File: config.mk
export PLATFORM = sky130hd
export DESIGN_NAME = mem_bridge
export DESIGN_NICKNAME = d
export VERILOG_FILES = /design/src/rtl/mem_bridge.sv
export SDC_FILE = /design/constraint.sdc
export NUM_CORES = 1
export LEC_CHECK = 0
export CAP_MARGIN = 20
export CORE_MARGIN = 5
export CORE_UTILIZATION = 41
export CTS_CLUSTER_SIZE = 30
export DETAILED_ROUTE_END_ITERATION = 8
export PLACE_DENSITY = 0.93
export SYNTH_ARGS = -nofsm -noshare
export SYNTH_HDL_FRONTEND = slang
export SYNTH_SLANG_ARGS = --single-unit
File: constraint.sdc
create_clock -name clk -period 2 [get_ports clk]
set_input_delay 0.3 -clock clk [delete_from_list [all_inputs] [get_ports clk]]
set_output_delay 0.3 -clock clk [all_outputs]
set_load 0.02 [all_outputs]
File: src/rtl/mem_bridge.sv
// mem_bridge: freezes the core for each data-memory access and runs it as a
// single request/ack transaction on the bus. ram_en starts an access, and the
// core is released in DONE with the captured read data on ram_read_data.
//
// Optional feature: define MEM_BRIDGE_TIMEOUT_EN to bound the bus wait to
// TIMEOUT_CYCLES BUSY cycles. On expiry, a read returns ERR_DATA and the sticky
// bus_err flag is set. Without the macro, BUSY waits for bus_ack indefinitely
// and bus_err is tied low.
//
// state | meaning
// IDLE  | no access in flight; ram_en starts one
// BUSY  | bus_req held with latched address/mask/data, waiting for bus_ack
// DONE  | access finished, core released for one cycle, ram_en not sampled
module mem_bridge #(
  parameter int          TIMEOUT_CYCLES = 256,
  parameter logic [31:0] ERR_DATA       = 32'hDEADBEEF
) (
  input  logic        clk,
  input  logic        rst,
  input  logic        ram_en,
  input  logic [3:0]  ram_write_en,
  input  logic [31:0] ram_addr,
  input  logic [31:0] ram_write_data,
  output logic [31:0] ram_read_data,
  output logic        stall,
  output logic        bus_req,
  output logic [3:0]  bus_we,
  output logic [31:0] bus_addr,
  output logic [31:0] bus_wdata,
  input  logic        bus_ack,
  input  logic [31:0] bus_rdata,
  output logic        bus_err
);

  typedef enum logic [1:0] {
    IDLE = 2'b00,
    BUSY = 2'b01,
    DONE = 2'b10
  } state_t;

  state_t      state;
  logic        req_q;
  logic [3:0]  we_q;
  logic [31:0] addr_q;
  logic [31:0] wdata_q;
  logic [31:0] rdata_q;

`ifdef MEM_BRIDGE_TIMEOUT_EN
  // The counter starts at 0 on BUSY entry. The last BUSY cycle is the one where
  // it reads TIMEOUT_CYCLES-1, so BUSY lasts exactly TIMEOUT_CYCLES cycles.
  localparam logic [15:0] CNT_LAST = 16'(TIMEOUT_CYCLES - 1);

  logic [15:0] cnt_q;
  logic        err_q;
  logic        timeout_hit;

  assign timeout_hit = (cnt_q == CNT_LAST);
  assign bus_err     = err_q;

  // BUSY cycle counter and sticky timeout flag; bus_ack always wins over expiry
  always_ff @(posedge clk or negedge rst) begin
    if (!rst) begin
      cnt_q <= '0;
      err_q <= 1'b0;
    end else begin
      if (state == IDLE && ram_en) begin
        cnt_q <= '0;
      end else if (state == BUSY && !bus_ack && !timeout_hit) begin
        cnt_q <= cnt_q + 16'd1;
      end
      if (state == BUSY && !bus_ack && timeout_hit) begin
        err_q <= 1'b1;
      end
    end
  end
`else
  logic unused_cfg;
  assign unused_cfg = ^{ERR_DATA, 32'(TIMEOUT_CYCLES)};
  assign bus_err    = 1'b0;
`endif

  // Access sequencer: latch the core request, hold it on the bus until ack, then release
  always_ff @(posedge clk or negedge rst) begin
    if (!rst) begin
      state   <= IDLE;
      req_q   <= 1'b0;
      we_q    <= 4'h0;
      addr_q  <= '0;
      wdata_q <= '0;
      rdata_q <= '0;
    end else begin
      case (state)
        IDLE: begin
          if (ram_en) begin
            state   <= BUSY;
            req_q   <= 1'b1;
            we_q    <= ram_write_en;
            addr_q  <= ram_addr;
            wdata_q <= ram_write_data;
          end
        end
        BUSY: begin
          if (bus_ack) begin
            state <= DONE;
            req_q <= 1'b0;
            we_q  <= 4'h0;
            if (we_q == 4'h0) begin
              rdata_q <= bus_rdata;
            end
          end
`ifdef MEM_BRIDGE_TIMEOUT_EN
          else if (timeout_hit) begin
            state <= DONE;
            req_q <= 1'b0;
            we_q  <= 4'h0;
            if (we_q == 4'h0) begin
              rdata_q <= ERR_DATA;
            end
          end
`endif
        end
        DONE: begin
          state <= IDLE;
        end
        default: begin
          state <= IDLE;
          req_q <= 1'b0;
          we_q  <= 4'h0;
        end
      endcase
    end
  end

  // The stall for a new request must reach the core in the same cycle as ram_en,
  // so it is decoded combinationally. It is gated by rst so reset forces it low.
  assign stall = rst & (req_q | ((state == IDLE) & ram_en));

  assign bus_req       = req_q;
  assign bus_we        = we_q;
  assign bus_addr      = addr_q;
  assign bus_wdata     = wdata_q;
  assign ram_read_data = rdata_q;

endmodule

==> out/results.ini <==
[setup_path]
crit_family=buffers and inverters
slowest_stage=clkdlybuf4s50_1
crit_buf_inv=2
crit_arrival_ns=1.56
worstPathRequired_ns=1.70
worst_setup_path_start_kind=input pin
critPathMaxFanout=2
critPathKind=input pin to primary output
crit_chain=clkdlybuf4s50_1, nor2b_2, nor2b_4, o21a_1, dlygate4sd2_1
cpPeakStageDelay_ns=0.47
critPathCaptureType=primary output

[place]
post-place-ws_ns=-0.127
dp_cells=581
gp_congestion=0.798
io_buffers=205
hpwlAfterDp_um=8290

[clock_network]
cts_resized=1
tritoncts=yes
hold_buffers=0
cts.reportedPaths.clkPinSlew_ns=0.10
clock_sinks=103
clk_latency_ns=0.36
cts_made_buffers=9
cts_htree_levels=3
cts_buffer_depth=2
post_cts_buffers=0
cts_root_buf=clkbuf_8

[yosys]
synth_edf_count=0
yosysSeqAreaShare_pct=60.5
yosysWarnings=0
synth_flop_cell=dfrtp_1
synth_nets=340
synth_most_common_cell=dfrtp_1
synthDistinctLibCells=21
syn-instance-count=236
async_reset_ff_share_pct=100
syn_area_per_cell_sq_um=18.1
ys_ff_latch=103
synth.largest_area_cell=dfrtp_1
yosys-top-cells-count=dfrtp_1, mux2_4, mux2_2
synth_area_sq_um=4260
synth_area_leaders=dfrtp_1, mux2_4, mux2_2
yosysTopAreaCellShare_pct=60.5

[cells_and_area]
multi_input_area_sq_um=1570
filler_cell_count=732
final_cells=595
area_growth_pct=57.6
drive_above_1_share_pct=28.5
regArea_sq_um=2580
nNetsFinal=560
num_antenna_cells=0

[timing]
maxClockFrequency_ghz=0.539
setup_ws_ns=0.144
slew_viol_final=0
rsz0062_at_grt=no
layout_min_cycle_time_ns=1.86
worstMarginPinSlew_ns=0.537
slew_headroom_pct=64.2
fin_crit_sh_pct=92.8
setup_violations=0
finalHoldViolations=0
fin_skew_ns=0.0109

[min_path]
hold_class=input pin to async pin

[routing]
met3WireLength_um=539
dr.pass1.iters=4
drt_iter0_markers=111
met1Wirelength_um=4160
num_vias=2788
drc=0
vias_per_cell=4.69
routed_wirelength_um=10900
dr.max_layer_used=met4
route.met2.wl_um=5970
final_antenna_net_count=0
wl_per_cell_um=18.3

[status]
outcome=finished clean

[global_route]
grt_use_total_pct=17.5
grt_pass1_wl_um=17400
grt_max_degree=104
antenna_found_initial=0
gr-total-overflow=0
grt_pass1_vias=3235

[power_and_ir_drop]
pwr-share-clk_pct=14.0
peakVddDrop_v=0.000616
switching_share_pct=33.7
p_leak_nw=3.01
finalPower_mw=9.80
intPower_mw=6.50
seqPwrFrac_pct=35.8
p_comb_share_pct=50.3
p_per_area_nw_per_um2=1460
p_switching_mw=3.30

[floorplan]
coreArea_sq_um=10200
die_h_um=112
die_area_sq_um=12500
rows=37
pin_count=207
initial_core_util_pct=41.7
die_w_um=112

[run]
drv_cap=0

==> placed cells by master (no fill, tap or decap), types with 4 or more instances in the layout <==
| cell type | instances |
|---|---|
| buf_4 | 13 |
| clkbuf_8 | 9 |
| clkdlybuf4s50_1 | 203 |
| dfrtp_1 | 103 |
| mux2_2 | 17 |
| mux2_4 | 79 |
| nor2_1 | 5 |
| o2bb2ai_1 | 4 |
==> metrics by stage <==
stage          setup TNS (ns)  util, %  hold slack, ns  area, sq um
2_1_floorplan               0        -         0.00441         4260
3_3_place_gp           -0.141     63.7           0.425         6520
3_5_place_dp            -1.14     63.7           0.437         6520
4_1_cts                     0     65.6          0.0321         6720
5_1_grt                     0     65.6          0.0417         6720
6_report                    0     65.6          0.0241         6720
==> power groups by stage <==
stage / combinational, mW / sequential [mW] / clock, mW
global route: 5.13 / 3.63 / 1.52
detailed placement: 4.98 / 3.53 / 0
CTS: 4.99 / 3.52 / 1.41
floorplan: 1.56 / 4.55 / 0
finish: 4.93 / 3.51 / 1.37
global placement: 4.86 / 3.49 / 0
==> cells by family (layout without fill, tap and decap cells) <==
kind of cell	after synthesis	after routing	share of synthesized area, %
other	1	1	0.0880
flip-flops	103	103	60.5
AO/OA/AOI/OAI	10	10	1.88
AND/OR/NAND/NOR	15	15	2.55
multiplexers	96	96	32.3
buffers and inverters	11	234	2.67
==> metal layers <==
metal / vias up / global-route usage, %
li1: 1265 / -
met1: 1401 / 19.5
met2: 105 / 32.2
met3: 17 / 4.02
met4: 0 / 7.13
met5: - / 0
==> layout make-up <==
cell class              instances  area share (%)
flip-flops and latches        103            38.4
repair buffers                220            32.7
multi-input cells             122            23.4
well taps                     136            2.53
clock buffers                   9            1.84
clock inverters                 5            1.12
==> sequential cells by signal (all words and copies together) (netlist names) <==
register and flops:
bus_req 1, state 2, bus_wdata 32, bus_addr 32
ram_read_data 32, bus_we 4
==> worst paths after layout <==
path,startpoint,end,slack [ns],cells past startpoint
worst max-delay path,ram_en,stall,0.14,5
worst min-delay path,rst,ram_read_data[12],0.02,2
worst max register to register,state[1],bus_addr[22],0.36,5
worst min register to register,bus_wdata[1],bus_wdata[1],0.52,1
max in group asynchronous,rst,bus_addr[0],1.58,2
min in group clk,bus_wdata[1],bus_wdata[1],0.52,1
No activity file was read; power rests on OpenSTA's default activity.
